==> src/rtl/dds_sweep_ctrl.sv <==
// Frequency/phase word sequencer feeding the DDS core: fixed word, single sweep,
// sawtooth sweep or triangle sweep, each word held for a programmable dwell.
//
// state  | meaning
// -------+-----------------------------------------------------------
// S_IDLE | waiting for start; configuration handshake accepted here
// S_HOLD | fixed mode, words held until abort
// S_RUN  | sweeping (modes 1-3), dwell counter paces each step
module dds_sweep_ctrl #(
    parameter int PHASE_WIDTH = 32,
    parameter int DWELL_WIDTH = 24
) (
    input  logic                   clock,
    input  logic                   reset,
    input  logic                   cfg_valid,
    output logic                   cfg_ready,
    input  logic [PHASE_WIDTH-1:0] cfg_start_word,
    input  logic [PHASE_WIDTH-1:0] cfg_stop_word,
    input  logic [PHASE_WIDTH-1:0] cfg_step_word,
    input  logic [DWELL_WIDTH-1:0] cfg_dwell,
    input  logic [PHASE_WIDTH-1:0] cfg_pha_word,
    input  logic [1:0]             cfg_mode,
    input  logic                   start,
    input  logic                   abort,
    output logic [PHASE_WIDTH-1:0] fre_word,
    output logic [PHASE_WIDTH-1:0] pha_word,
    output logic                   busy,
    output logic                   step_strobe,
    output logic                   sweep_done
);

    typedef enum logic [1:0] {
        S_IDLE = 2'd0,
        S_HOLD = 2'd1,
        S_RUN  = 2'd2
    } state_t;

    localparam logic [1:0] MODE_FIXED  = 2'd0;
    localparam logic [1:0] MODE_SINGLE = 2'd1;
    localparam logic [1:0] MODE_REPEAT = 2'd2;
    localparam logic [1:0] MODE_UPDOWN = 2'd3;

    localparam logic [PHASE_WIDTH-1:0] WORD_ONE  = {{(PHASE_WIDTH-1){1'b0}}, 1'b1};
    localparam logic [DWELL_WIDTH-1:0] DWELL_ONE = {{(DWELL_WIDTH-1){1'b0}}, 1'b1};

    state_t                 state_q, state_d;
    logic [PHASE_WIDTH-1:0] start_word_q, start_word_d;
    logic [PHASE_WIDTH-1:0] stop_word_q, stop_word_d;
    logic [PHASE_WIDTH-1:0] step_word_q, step_word_d;
    logic [DWELL_WIDTH-1:0] dwell_q, dwell_d;
    logic [PHASE_WIDTH-1:0] pha_cfg_q, pha_cfg_d;
    logic [1:0]             mode_q, mode_d;
    logic [PHASE_WIDTH-1:0] fre_q, fre_d;
    logic [PHASE_WIDTH-1:0] pha_q, pha_d;
    logic                   busy_q, busy_d;
    logic                   strobe_q, strobe_d;
    logic                   done_q, done_d;
    logic                   dir_down_q, dir_down_d;
    logic [DWELL_WIDTH-1:0] cnt_q, cnt_d;

    logic                   cfg_fire;
    logic [PHASE_WIDTH-1:0] sel_start, sel_pha;
    logic [DWELL_WIDTH-1:0] sel_dwell_raw, sel_dwell;
    logic [1:0]             sel_mode;
    logic [DWELL_WIDTH-1:0] run_dwell;
    logic [PHASE_WIDTH-1:0] run_step;
    logic [PHASE_WIDTH:0]   up_sum, dn_diff;
    logic [PHASE_WIDTH-1:0] up_word, dn_word;
    logic                   at_stop, at_start, degenerate;

    assign cfg_fire = cfg_valid && (state_q == S_IDLE);

    // A handshake coinciding with start must feed the run directly, not wait for the shadows.
    assign sel_start     = cfg_fire ? cfg_start_word : start_word_q;
    assign sel_pha       = cfg_fire ? cfg_pha_word   : pha_cfg_q;
    assign sel_mode      = cfg_fire ? cfg_mode       : mode_q;
    assign sel_dwell_raw = cfg_fire ? cfg_dwell      : dwell_q;
    assign sel_dwell     = (sel_dwell_raw == '0) ? DWELL_ONE : sel_dwell_raw;

    assign run_dwell = (dwell_q == '0) ? DWELL_ONE : dwell_q;
    assign run_step  = (step_word_q == '0) ? WORD_ONE : step_word_q;

    // Extra bit catches overflow/borrow so the word clamps instead of wrapping.
    assign up_sum  = {1'b0, fre_q} + {1'b0, run_step};
    assign dn_diff = {1'b0, fre_q} - {1'b0, run_step};
    assign up_word = (up_sum >= {1'b0, stop_word_q}) ? stop_word_q : up_sum[PHASE_WIDTH-1:0];
    assign dn_word = (dn_diff[PHASE_WIDTH] || (dn_diff[PHASE_WIDTH-1:0] <= start_word_q))
                     ? start_word_q : dn_diff[PHASE_WIDTH-1:0];

    assign at_stop    = (fre_q >= stop_word_q);
    assign at_start   = (fre_q <= start_word_q);
    assign degenerate = (start_word_q >= stop_word_q);

    always_comb begin
        state_d      = state_q;
        start_word_d = start_word_q;
        stop_word_d  = stop_word_q;
        step_word_d  = step_word_q;
        dwell_d      = dwell_q;
        pha_cfg_d    = pha_cfg_q;
        mode_d       = mode_q;
        fre_d        = fre_q;
        pha_d        = pha_q;
        busy_d       = busy_q;
        strobe_d     = 1'b0;
        done_d       = 1'b0;
        dir_down_d   = dir_down_q;
        cnt_d        = cnt_q;

        if (cfg_fire) begin
            start_word_d = cfg_start_word;
            stop_word_d  = cfg_stop_word;
            step_word_d  = cfg_step_word;
            dwell_d      = cfg_dwell;
            pha_cfg_d    = cfg_pha_word;
            mode_d       = cfg_mode;
        end

        case (state_q)
            S_IDLE: begin
                if (start) begin
                    fre_d      = sel_start;
                    pha_d      = sel_pha;
                    cnt_d      = sel_dwell;
                    dir_down_d = 1'b0;
                    busy_d     = 1'b1;
                    strobe_d   = 1'b1;
                    state_d    = (sel_mode == MODE_FIXED) ? S_HOLD : S_RUN;
                end
            end
            S_HOLD: state_d = S_HOLD;
            S_RUN: begin
                if (cnt_q <= DWELL_ONE) begin
                    cnt_d = run_dwell;
                    case (mode_q)
                        MODE_SINGLE: begin
                            if (at_stop) begin
                                done_d  = 1'b1;
                                busy_d  = 1'b0;
                                state_d = S_IDLE;
                            end else begin
                                fre_d    = up_word;
                                strobe_d = 1'b1;
                            end
                        end
                        MODE_REPEAT: begin
                            strobe_d = 1'b1;
                            if (at_stop) begin
                                fre_d  = start_word_q;
                                done_d = 1'b1;
                            end else begin
                                fre_d = up_word;
                            end
                        end
                        MODE_UPDOWN: begin
                            strobe_d = 1'b1;
                            if (degenerate) begin
                                fre_d  = start_word_q;
                                done_d = 1'b1;
                            end else if (!dir_down_q) begin
                                if (at_stop) begin
                                    dir_down_d = 1'b1;
                                    fre_d      = dn_word;
                                end else begin
                                    fre_d = up_word;
                                end
                            end else if (at_start) begin
                                done_d     = 1'b1;
                                dir_down_d = 1'b0;
                                fre_d      = up_word;
                            end else begin
                                fre_d = dn_word;
                            end
                        end
                        default: begin
                            busy_d  = 1'b0;
                            state_d = S_IDLE;
                        end
                    endcase
                end else begin
                    cnt_d = cnt_q - DWELL_ONE;
                end
            end
            default: state_d = S_IDLE;
        endcase

        if (abort) begin
            state_d  = S_IDLE;
            fre_d    = '0;
            busy_d   = 1'b0;
            strobe_d = 1'b0;
            done_d   = 1'b0;
        end
    end

    always_ff @(posedge clock) begin
        if (reset) begin
            state_q      <= S_IDLE;
            start_word_q <= '0;
            stop_word_q  <= '0;
            step_word_q  <= '0;
            dwell_q      <= '0;
            pha_cfg_q    <= '0;
            mode_q       <= '0;
            fre_q        <= '0;
            pha_q        <= '0;
            busy_q       <= 1'b0;
            strobe_q     <= 1'b0;
            done_q       <= 1'b0;
            dir_down_q   <= 1'b0;
            cnt_q        <= '0;
        end else begin
            state_q      <= state_d;
            start_word_q <= start_word_d;
            stop_word_q  <= stop_word_d;
            step_word_q  <= step_word_d;
            dwell_q      <= dwell_d;
            pha_cfg_q    <= pha_cfg_d;
            mode_q       <= mode_d;
            fre_q        <= fre_d;
            pha_q        <= pha_d;
            busy_q       <= busy_d;
            strobe_q     <= strobe_d;
            done_q       <= done_d;
            dir_down_q   <= dir_down_d;
            cnt_q        <= cnt_d;
        end
    end

    assign cfg_ready   = (state_q == S_IDLE);
    assign fre_word    = fre_q;
    assign pha_word    = pha_q;
    assign busy        = busy_q;
    assign step_strobe = strobe_q;
    assign sweep_done  = done_q;

endmodule

==> config.mk <==
export PLATFORM = sky130hd
export DESIGN_NAME = dds_sweep_ctrl
export DESIGN_NICKNAME = d
export VERILOG_FILES = /design/src/rtl/dds_sweep_ctrl.sv
export SDC_FILE = /design/constraint.sdc
export NUM_CORES = 1
export LEC_CHECK = 0
export BUFFER_PORTS_ARGS = -buffer_cell sky130_fd_sc_hd__buf_2
export CORE_UTILIZATION = 55
export DETAILED_ROUTE_END_ITERATION = 6
export PLACE_DENSITY = 0.75
export SLEW_MARGIN = 5
export SYNTH_ARGS = -nofsm -noshare
export SYNTH_HDL_FRONTEND = slang
export SYNTH_SLANG_ARGS = --single-unit
==> constraint.sdc <==
create_clock -name clock -period 6.7 [get_ports clock]
set_input_delay 2.01 -clock clock [delete_from_list [all_inputs] [get_ports clock]]
set_output_delay 2.01 -clock clock [all_outputs]
set_load 0.1 [all_outputs]
Word-level counts from Yosys, hierarchy flattened. Index checks and enable logic that the tools add are counted.

$add $sub $neg: 3. Multiply operators: 0. Div/mod/pow operators: 0. $lt $le $gt $ge: 6. Eq/ne operators: 13. Shifts and indexed selects: 0. Muxes and demuxes: 50. Bitwise gates (word level): 2. Reductions and logical operators: 18.

Operators with widths (number): 2-to-1 mux 32 bit (13); 2-to-1 mux 24 bit (5); one-hot mux 32 bit (3 select lines) (1); greater-or-equal comparator 32 bit (2); <= comparator 32 bit (2); one-hot mux 32 bit (2 select lines) (1); logical NOT 24 bit (2); one-hot mux 24 bit (2 select lines) (1); adder 32 x 32 -> 33 bit (1); greater-or-equal comparator 33 x 32 -> 1 bit (1); subtractor 32 x 32 -> 33 bit (1); logical NOT 32 bit (1); <= comparator 24 x 1 -> 1 bit, second input constant (1); subtractor 24 x 1 -> 24 bit, second input constant (1); 2-to-1 mux 1 bit (16); AND reduction 5 bit (3); one-hot mux 1 bit (2 select lines) (6); 2-to-1 mux 2 bit (5); equality test 2 bit, second input constant (3); != test 2 bit, second input constant (3); != test 3 bit, second input constant (2); one-hot mux 2 bit (3 select lines) (1); OR reduction 2 bit (3); equality test 2 x 1 -> 1 bit, second input constant (2); other kinds (11) (15).

Bits in registers: 248. Latch bits: 0. RAM bits: 0. ROM bits: 0. Input port bits: 159. Output and inout port bits: 68. Logic and storage cells: 106. Memories: 0.

Logic depth before layout (Yosys ltp). Gate-level depths: netlist (run 1).

Depth in word-level cells: 12. Mapped depth: 25. Depth with buffers taken out: 24.

Least setup slack after synthesis (run 1). OpenSTA, ideal clock, no wires.

Path kind: reg2reg. From: reg fre_q[11], in the netlist fre_word[11]. To: reg fre_q[14], in the netlist fre_word[14]. Setup time: 0.086 ns. Arrival: 5.533 ns. Required time: 6.614 ns. Path slack: 1.081 ns. Stages on the path, launching flop included: 22. Buffers on the path: 3. Period minus slack after synthesis: 5.619 ns. Cell sequence: dfxtp_1 ha_1 buf_4 inv_2 or4_1 a2111oi_2 nor3_1 o21ai_0 a31oi_1 xnor2_1 ha_1 nand4_1 or4_1 nor4_1 a21oi_1 o22ai_2 buf_2 buf_2 nand2_1 a31oi_1 a21oi_1 a211oi_1.

Word-level cells in the longest chain between the ends: 10. Elaborated cells between the ends (all ways): 20. Classes of those cells: 2 x add/sub; 4 x order compare; 1 x eq/ne; 11 x mux; 2 x reduce/logical.

RTL lines: start: declaration (RTL line 53) `logic [PHASE_WIDTH-1:0] fre_q, fre_d;`; start signal: assignment (RTL line 220) `fre_q <= fre_d;`; subtractor 32 x 32 -> 33 bit (RTL line 85) `assign dn_diff = {1'b0, fre_q} - {1'b0, run_step};`; <= comparator 32 bit (RTL line 87) `assign dn_word = (dn_diff[PHASE_WIDTH] || (dn_diff[PHASE_WIDTH-1:0] <= start_word_q))`; logical OR 1 bit (RTL line 87); 2-to-1 mux 32 bit (RTL line 88) `? start_word_q : dn_diff[PHASE_WIDTH-1:0];`; 2-to-1 mux 32 bit, on equally long branches (RTL line 161, 167); 2-to-1 mux 32 bit (RTL line 160) `end else if (!dir_down_q) begin`; 2-to-1 mux 32 bit (RTL line 157) `if (degenerate) begin`; one-hot mux 32 bit (3 select lines) (RTL line 135) `case (mode_q)`; 2-to-1 mux 32 bit (RTL line 133) `if (cnt_q <= DWELL_ONE) begin`; one-hot mux 32 bit (2 select lines) (RTL line 119) `case (state_q)`.

Several ways; a longest one is shown, not always the timed one. The select of a mux whose other input is x is not followed. A chain may end at the register's enable or synchronous reset.

Worst setup path after layout (run 1).
From: reg step_word_q[3]. To: reg fre_q[28], in the netlist fre_word[28].

Word-level cells in the longest chain between the ends: 12. Elaborated cells between the ends (all ways): 18. Classes of those cells: 2 x add/sub; 2 x order compare; 12 x mux; 2 x reduce/logical.

RTL lines: start: declaration (RTL line 49) `logic [PHASE_WIDTH-1:0] step_word_q, step_word_d;`; start signal: assignment (RTL line 216) `step_word_q <= step_word_d;`; logical NOT 32 bit (RTL line 81) `assign run_step = (step_word_q == '0) ? WORD_ONE : step_word_q;`; 2-to-1 mux 32 bit * (RTL line 81); subtractor 32 x 32 -> 33 bit (RTL line 85); <= comparator 32 bit (RTL line 87); logical OR 1 bit (RTL line 87); 2-to-1 mux 32 bit (RTL line 88); 2-to-1 mux 32 bit, on equally long branches (RTL line 161, 167); 2-to-1 mux 32 bit (RTL line 160); 2-to-1 mux 32 bit (RTL line 157); one-hot mux 32 bit (3 select lines) * (RTL line 135); 2-to-1 mux 32 bit * (RTL line 133); one-hot mux 32 bit (2 select lines) * (RTL line 119).

Mark *: on every way between the ends. The rest lies on a longest branch, timed or not. The select of a mux whose other input is x is not followed.

==> metrics.yaml, run 1 <==
slew_headroom_pct: 24.04
path_buf_inv: 5
crit_family: "compound AO/OA/AOI/OAI gates"
cp_slowest_cell: "or4_1"
drv_cap: 0
dp.final_hpwl_um: 53310
drc: 1
drt_pass1_iterations: 7
synth_nets: 2876
crit_type: "flip-flop to flip-flop"
cp-endpoint: "fre_word[28]$_SDFFE_PP0P_"
drive_above_1_share_pct: 16.30
reg2reg_from: "step_word_q[3]$_SDFFE_PP0P_"
fill_cells: 3045
numPortBuffers: 226
yosysTopAreaCell: "dfxtp_1"
yosysWarningCount: 0
rr_worst_depth: 27
synth_top_family_by_area: "compound AO/OA/AOI/OAI gates"
die_area_sq_mm: 0.03521
p_leak_nw: 9.514
whs_ns: 0.4549
cts.htree.levels: 1
cp-end-kind: "flip-flop"
hold_path_class: "flip-flop to flip-flop"
violations: "design-rule violations"
worstPathMaxFanout: 6
arrival_ns: 6.99
synthAdderAreaFrac_pct: 15.72
final.setup.tns_ns: 0
synth_seq_cells: 248
num_rows: 67
pwr-share-comb_pct: 41.2
grt_pass1_wl_um: 106200
synth_area_leaders: "dfxtp_1 (26%), ha_1 (16%), a21oi_1 (7.3%)"
grt_pass1_vias: 18810
dieWidth_um: 187.6
p_sw_mw: 2.380
synth_flop_cell: "dfxtp_1"
cts.sinks: 248
syn_area_sq_mm: 0.01895
synth_xor_area_share_pct: 3.043
antenna_found_initial: 1
ant_nets: 0
nets: 3041
timing.final.crit_share_pct: 97.23
hold_buffers: 0
slowest_delay_ns: 0.54
gp_congestion: 1.004
root_buffer: "clkbuf_16"
p_per_area_mw_per_mm2: 267.2
layout_setup_ws_ns: 0.1856
multi_input_area_sq_mm: 0.01290
cts_buffers: 29
critPathLaunch: "step_word_q[3]$_SDFFE_PP0P_"
cp.required_ns: 7.17
start_util_pct: 56.24
ys_types: 94
postSynthCellCount: 2480
clock_skew_ns: 0.01337
peakVddDrop_mv: 0.2661
yosysMostFrequentCell: "nand2_1"
grt_overflow_total: 0
core_area_sq_mm: 0.03370
clkLatencyLatePin_ns: 0.59
clkTransAtPathRegs_ns: 0.06
fmax_ghz: 0.1535
synth-edff-count: 0
seq_area_sq_mm: 0.004966
area_growth_pct: 14.60
clockBufferDepth: 3
async_flop_share_pct: 0
setup_viol: 0
power_frac_seq_pct: 29.5
wl_um: 69700
critical_path_depth: 27
drtIter0Drc: 2096
ff2ff_setup_slack_ns: 0.19
start_kind: "flip-flop"
synth_seq_area_share_pct: 26.19
syn_avg_cell_area_sq_um: 7.642
num_vias: 20020
track_usage_pct: 38.21
cts_tree: "yes"
synthMuxAreaShare_pct: 3.684
die_h_um: 187.6
viasPerCell: 6.424
r2r-end: "fre_word[28]$_SDFFE_PP0P_"
synth_common_cells: "nand2_1 (326), a21oi_1 (276), dfxtp_1 (248), ha_1 (235), nor2_1 (234)"
place_ws_ns: -0.4075
internal_power_mw: 3.422
grt_max_degree: 83
ios: 227
cpMostUsedCell: "buf_4"
num_antenna_cells: 0
wl_per_cell_um: 22.37
synth_simple_gate_area_share_pct: 19.24
synth_top_cell_area_share_pct: 26.19
period_needed_ns: 6.514
run_status: "finished with violations"
final-max-slew-violation-count: 0
pwr-share-clk_pct: 29.4
hold_viol_final: 0
switching_share_pct: 41.02
worstMarginPinSlew_ns: 1.135
synth-compound-area-share_pct: 25.58
-- registers in the layout (all words and copies together) (netlist names), 2 cells and up --
register,cells
cnt_q,24
dwell_q,24
fre_word,32
mode_q,2
pha_cfg_q,32
pha_word,32
start_word_q,32
state_q,2
step_word_q,32
stop_word_q,32
-- metrics by stage --
stage / area, sq um / total power [mW] / utilization [%] / cells
4_1_cts: 21560 / 5.691 / 63.99 / 3109
5_1_grt: 21720 / 6.034 / 64.45 / 3116
3_3_place_gp: 20510 / 3.962 / 60.87 / 3055
6_report: 21720 / 5.802 / 64.45 / 3116
3_5_place_dp: 20510 / 3.985 / 60.87 / 3055
2_1_floorplan: 18950 / 3.271 / - / 2480
-- power by group through the flow --
stage,Sequential [mW],Combinational [mW],Clock (mW)
after floorplan,1.90,1.37,0
after global placement,1.73,2.23,0
after detailed placement,1.73,2.25,0
after CTS,1.70,2.27,1.72
after global routing,1.72,2.54,1.77
final,1.71,2.39,1.71
-- placed cells by master, fill, tap and decap left out, drive strengths merged, types with 9 or more instances in the layout --
cell type | Yosys | routed
a2111oi | 10 | 10
a211oi | 69 | 69
a21o | 25 | 25
a21oi | 277 | 277
a221oi | 27 | 27
a22o | 13 | 13
a31oi | 44 | 44
buf | 40 | 298
clkbuf | 124 | 37
dfxtp | 248 | 248
ha | 235 | 235
inv | 144 | 145
mux2 | 27 | 27
mux2i | 39 | 39
nand2 | 326 | 326
nand2b | 18 | 18
nand3 | 53 | 53
nand4 | 36 | 36
nor2 | 235 | 235
nor2b | 18 | 18
nor3 | 38 | 38
nor4 | 40 | 40
o211ai | 30 | 30
o21a | 13 | 13
o21ai | 103 | 103
o21bai | 9 | 9
o22ai | 17 | 17
o31ai | 14 | 14
or2 | 9 | 9
or3 | 11 | 11
xnor2 | 47 | 47
xor2 | 18 | 18
-- logic make-up after synthesis --
family / count (synthesis)
buf+inv: 309
flops: 248
compound gates: 742
mux: 66
simple gates: 813
xor+xnor: 65
fa+ha+maj: 237
-- worst min-delay path by stage --
stage,startpoint,end,slack (ns),cells after the start
after floorplan,stop_word_q[18]$_SDFFE_PP0P_,stop_word_q[18]$_SDFFE_PP0P_,0.44,2
after global placement,stop_word_q[31]$_SDFFE_PP0P_,stop_word_q[31]$_SDFFE_PP0P_,0.45,2
after detailed placement,stop_word_q[31]$_SDFFE_PP0P_,stop_word_q[31]$_SDFFE_PP0P_,0.45,2
after CTS,stop_word_q[31]$_SDFFE_PP0P_,stop_word_q[31]$_SDFFE_PP0P_,0.46,2
after global routing,stop_word_q[31]$_SDFFE_PP0P_,stop_word_q[31]$_SDFFE_PP0P_,0.48,2
final,stop_word_q[31]$_SDFFE_PP0P_,stop_word_q[31]$_SDFFE_PP0P_,0.45,2
-- worst reg2reg max path: cells and delay by family (launching register included) --
family,cells,cell delay [ns]
adder cells (fa/ha/maj),3,0.95
flip-flops,1,0.37
AO/OA/AOI/OAI,12,2.32
buffers and inverters,5,0.80
AND/OR/NAND/NOR,6,1.84
XOR/XNOR,1,0.13
-- per-layer routing --
layer,track usage [%],share of wire (%),vias up
li1,-,-,9292
met1,50.74,41,9351
met2,60.01,43,1162
met3,8.254,11,209
met4,15.42,4.6,2
met5,0,0.019,-
-- area by class of cell --
class,count,area share (%)
multi-input combinational,1923,59.40
sequential,248,22.86
timing repair buffer,298,7.956
clock buffer,37,3.664
tap,448,2.581
inverter,145,2.506
clock inverter,17,1.031
-- repair_timing --
item	4_1_cts	5_1_grt
endpoints found under the setup margin	32	32
gates resized for setup	5	19
pin swaps	0	9
gates cloned	0	0
setup buffers	0	7
Note: power is estimated with default switching activity, not from simulation.
==> run 2: changes to the inputs <==
--- a/config.mk
+++ b/config.mk
@@ -5,6 +5,7 @@
 export SDC_FILE = /design/constraint.sdc
 export NUM_CORES = 1
 export LEC_CHECK = 0
+export ABC_AREA = 1
 export BUFFER_PORTS_ARGS = -buffer_cell sky130_fd_sc_hd__buf_2
 export CORE_UTILIZATION = 55
 export DETAILED_ROUTE_END_ITERATION = 6
==> metrics.yaml, run 2 <==
drc: 0
async_flop_share_pct: 0
num_vias: 21390
start_kind: "flip-flop"
syn_avg_cell_area_sq_um: 6.705
grt_pass1_vias: 20280
drive_above_1_share_pct: 11.83
hold_viol_final: 0
yosysTopAreaCell: "dfxtp_1"
ctsResizeCount: 0
numPortBuffers: 226
cts_tree: "yes"
hold_path_class: "flip-flop to flip-flop"
final_common_cell: "nand2_1"
antenna_found_initial: 3
run_status: "completed"
area_growth_pct: 10.30
p_leak_nw: 11.45
clock_skew_ns: 0.02808
viasPerCell: 5.932
yosysWarningCount: 0
peakVddDrop_mv: 0.2350
final.setup.tns_ns: 0
synth_area_leaders: "dfxtp_1 (25%), ha_1 (15%), nand2_1 (11%)"
cp-end-kind: "flip-flop"
synth_common_cells: "nand2_1 (584), inv_1 (364), a21oi_1 (319), nor2_1 (284), dfxtp_1 (248)"
cp_slowest_cell: "nor4_1"
setup_viol: 0
grt_overflow_total: 0
core_area_sq_mm: 0.03583
arrival_ns: 6.63
grt_pass1_wl_um: 109800
clkTransAtPathRegs_ns: 0.06
cpMostUsedCell: "nand2_1"
synth_top_cell_area_share_pct: 24.58
synth_nets: 3409
ys_types: 63
hold_buffers: 0
worstMarginPinSlew_ns: 1.350
drv_cap: 0
ios: 227
rsz0062_at_grt: "false"
num_rows: 69
postSynthCellCount: 3013
synth-edff-count: 0
clockBufferDepth: 3
die_h_um: 193.7
slew_headroom_pct: 9.929
p_per_area_mw_per_mm2: 272.4
cts.sinks: 248
fin_util_pct: 62.19
drt_pass1_iterations: 7
nets: 3518
dieWidth_um: 193.7
crit_type: "flip-flop to flip-flop"
synth_seq_cells: 248
synth_seq_area_share_pct: 24.58
cts.htree.levels: 1
cp.required_ns: 7.13
track_usage_pct: 36.86
period_needed_ns: 6.202
synth_flop_cell: "dfxtp_1"
worstPathMaxFanout: 34
grt_max_degree: 100
final-max-slew-violation-count: 0
die_area_sq_mm: 0.03750
design_area_sq_mm: 0.02228
dpl_cell_area_sq_mm: 0.02130
root_buffer: "clkbuf_16"
ant_nets: 0
drtIter0Drc: 1835
cts_buffers: 29
yosysMostFrequentCell: "nand2_1"
clkLatencyLatePin_ns: 0.61
postCtsSetupRepairBufs: 0
gp_congestion: 1.058
critPathLaunch: "step_word_q[0]$_SDFFE_PP0P_"
timing.final.crit_share_pct: 92.57
hp-start: "busy$_SDFFE_PP0P_"
fmax_ghz: 0.1612
slowest_delay_ns: 0.75
dp.final_hpwl_um: 54220
final_cell_mix: "nand2_1 (583), inv_1 (362), a21oi_1 (319)"
reg2reg_from: "step_word_q[0]$_SDFFE_PP0P_"
wl_per_cell_um: 19.86
syn_area_sq_mm: 0.02020
wl_um: 71610
start_util_pct: 56.39
run 2: cell types whose count changed in the layout (fill, tap and decap cells not counted), moves of 32 or more:
cell	previous run	this run
nand2_1	325	583
inv_1	143	362
o21ai_0	94	220
nand3_1	53	167
a211oi_1	68	11
nor2_1	233	283
buf_4	68	21
a21oi_1	274	319
xor2_1	18	57
xnor2_1	44	9
a31oi_1	40	7
o211ai_1	30	62
run 2: path summary, 6_finish.rpt:
path | endpoint | slack [ns] | cells after the start
setup / recovery | fre_word[2]$_SDFFE_PP0P_ | 0.50 | 34
hold / removal | busy$_SDFFE_PP0P_ | 0.49 | 2
setup reg to reg | fre_word[2]$_SDFFE_PP0P_ | 0.50 | 34
hold reg to reg | busy$_SDFFE_PP0P_ | 0.49 | 2
run 2: area by class of cell:
type                       count  area, sq um
multi-input combinational   2215        13030
tap                          461        576.8
clock inverter                17        180.2
sequential                   248         4965
inverter                     382         1440
timing repair buffer         246         1284
fill                        3435        13550
antenna                        1        2.502
clock buffer                  36        802.0
run 2: worst max-delay path, delay by kind of cell (launching register included):
family	cells	cell delay, ns
flip-flops	1	0.40
AND/OR/NAND/NOR	23	3.30
XOR/XNOR	1	0.31
AO/OA/AOI/OAI	6	1.04
buffers and inverters	1	0.12
adder cells (fa/ha/maj)	3	0.81
run 2: per-layer routing:
| metal | wire [um] | vias to the layer above | GRT usage, % |
|---|---|---|---|
| li1 | - | 10230 | - |
| met1 | 30080 | 9858 | 48.43 |
| met2 | 31180 | 1092 | 59.06 |
| met3 | 7344 | 206 | 7.410 |
| met4 | 2980 | 4 | 14.79 |
| met5 | 27 | - | 0 |
run 2: cell families after synthesis:
family	synth area share, %
AND/OR/NAND/NOR	25.43
AO/OA/AOI/OAI	19.40
buffers and inverters	11.05
flip-flops	24.58
adder cells (fa/ha/maj)	14.75
XOR/XNOR	2.861
multiplexers	1.932
run 2: stage by stage:
| stage | total power, mW | cells | worst slack [ns] | hold WS (ns) |
|---|---|---|---|---|
| final | 6.070 | 3606 | 0.4980 | 0.4886 |
| after global routing | 6.385 | 3605 | 0.1227 | 0.4956 |
| after CTS | 6.015 | 3605 | 0.7184 | 0.4866 |
| after detailed placement | 4.353 | 3552 | 0.7393 | 0.4698 |
| after global placement | 4.309 | 3552 | 0.8514 | 0.4667 |
| after floorplan | 3.683 | 3013 | 2.093 | 0.4588 |
run 2: power breakdown:
part | internal [mW] | leakage [nW] | switching [mW]
Combinational | 0.805 | 8.93 | 1.88
Sequential | 1.61 | 2.05 | 0.116
Clock | 0.936 | 0.468 | 0.725
==> run 3: changes to the inputs <==
--- a/config.mk
+++ b/config.mk
@@ -9,7 +9,8 @@
 export BUFFER_PORTS_ARGS = -buffer_cell sky130_fd_sc_hd__buf_2
 export CORE_UTILIZATION = 55
 export DETAILED_ROUTE_END_ITERATION = 6
-export PLACE_DENSITY = 0.75
+export PLACE_DENSITY = 0.78
+export RECOVER_POWER = 100
 export SLEW_MARGIN = 5
 export SYNTH_ARGS = -nofsm -noshare
 export SYNTH_HDL_FRONTEND = slang
==> constraint.sdc (replaced) <==
create_clock -name clock -period 5.55 [get_ports clock]
set_input_delay 1.665 -clock clock [delete_from_list [all_inputs] [get_ports clock]]
set_output_delay 1.665 -clock clock [all_outputs]
set_load 0.1 [all_outputs]
==> metrics.yaml, run 3 (synthesized netlist as in run 2, its figures left out) <==
run_status: "finished with violations"
violations: "max-capacitance violations, max-slew violations"
dieWidth_um: 193.7
dpl_cell_area_sq_mm: 0.02170
clkLatencyLatePin_ns: 0.61
fmax_ghz: 0.1873
peakVddDrop_mv: 0.4070
final_common_cell: "nand2_1"
numPortBuffers: 226
gp_congestion: 1.037
power.total_mw: 7.576
setup_viol: 0
clock_skew_ns: 0.03187
drv_cap: 3
grtUsageMet2_pct: 60.90
drc: 0
viasPerCell: 5.959
track_usage_pct: 38.68
drive_above_1_share_pct: 11.45
p_per_area_mw_per_mm2: 332.9
worstMarginPinSlew_ns: 3.178
busiest_layer: "met2"
cpMostUsedCell: "nand2_1"
num_rows: 69
ios: 227
cts.sinks: 248
clkTransAtPathRegs_ns: 0.06
arrival_ns: 5.86
start_kind: "flip-flop"
final-max-slew-violation-count: 277
drt_pass1_iterations: 6
grt_overflow_total: 0
final_cell_mix: "nand2_1 (580), inv_1 (361), a21oi_1 (318)"
wl_per_cell_um: 20.35
period_needed_ns: 5.339
cts_tree: "yes"
antenna_found_initial: 3
grtUsageMet3_pct: 6.888
grt_pass1_wl_um: 115300
cts_buffers: 28
grt_pass1_vias: 21020
grt_max_degree: 178
slew_headroom_pct: -111.9
whs_ns: 0.4939
cp.required_ns: 6.07
crit_type: "flip-flop to flip-flop"
timing.final.crit_share_pct: 96.21
worstPathMaxFanout: 17
area_growth_pct: 12.65
cp_slowest_cell: "xor2_1"
slowest_delay_ns: 0.44
dp.final_hpwl_um: 57090
num_vias: 21770
drtIter0Drc: 2061
start_util_pct: 56.39
grt_util_met1_pct: 52.39
core_area_sq_mm: 0.03583
die_h_um: 193.7
die_area_sq_mm: 0.03750
hold_viol_final: 0
root_buffer: "clkbuf_16"
hold_path_class: "flip-flop to flip-flop"
design_area_sq_mm: 0.02276
ant_nets: 0
clockBufferDepth: 3
cts.htree.levels: 1
nets: 3563
p_leak_nw: 11.48
wl_um: 74350
cp-end-kind: "flip-flop"
fin_util_pct: 63.52
[run 3: power breakdown]
part | internal, mW | total, mW | switching, mW
sequential | 1.94 | 2.08 | 0.137
combinational | 1.07 | 3.40 | 2.33
clock | 1.24 | 2.09 | 0.849
total | 4.25 | 7.58 | 3.32
[run 3: critical path, delay by kind of cell, from the launching register on]
| kind | cells | cell delay [ns] |
|---|---|---|
| adders and majority gates | 2 | 0.44 |
| xor gates and xnor gates | 1 | 0.44 |
| and+or+nand+nor | 20 | 2.70 |
| DFF | 1 | 0.33 |
| buffers and inverters | 5 | 0.60 |
| AOI/OAI and AO/OA | 4 | 0.74 |
[run 3: metrics by stage]
stage                     setup slack (ns)   TNS, ns  std cells
after floorplan                     0.9435         0       3013
after global placement             -0.3717    -9.381       3596
after detailed placement           -0.4066    -10.00       3596
after CTS                          0.03235         0       3648
after global routing              -0.01716  -0.03913       3650
final                               0.2105         0       3653
[run 3: final timing paths]
check,start,endpoint,slack [ns],depth (start not counted)
setup / recovery,step_word_q[31]$_SDFFE_PP0P_,fre_word[26]$_SDFFE_PP0P_,0.21,32
hold reg to reg,pha_cfg_q[14]$_SDFF_PP0_,pha_cfg_q[14]$_SDFF_PP0_,0.49,2
hold / removal,pha_cfg_q[14]$_SDFF_PP0_,pha_cfg_q[14]$_SDFF_PP0_,0.49,2
setup reg to reg,step_word_q[31]$_SDFFE_PP0P_,fre_word[26]$_SDFFE_PP0P_,0.21,32
[run 3: area by class of cell]
class / count / area, sq um
inverter: 382 / 1439
antenna: 3 / 7.507
sequential: 248 / 4965
fill: 3408 / 13070
timing repair buffer: 292 / 1580
multi-input combinational: 2215 / 13160
clock inverter: 17 / 245.2
clock buffer: 35 / 787.0
tap: 461 / 576.8
[run 3: what timing repair did]
action,CTS,global route
hold buffers,0,0
setup endpoints to repair,32,32
buffers inserted,0,2
pin swaps,0,10
resized for setup,8,22
[run 3: per-layer routing]
layer  wire length (um)  vias to the layer above
li1                   -                    10320
met4               3152                        2
met1              31290                    10100
met3               7864                      214
met5                 13                        -
met2              32030                     1127
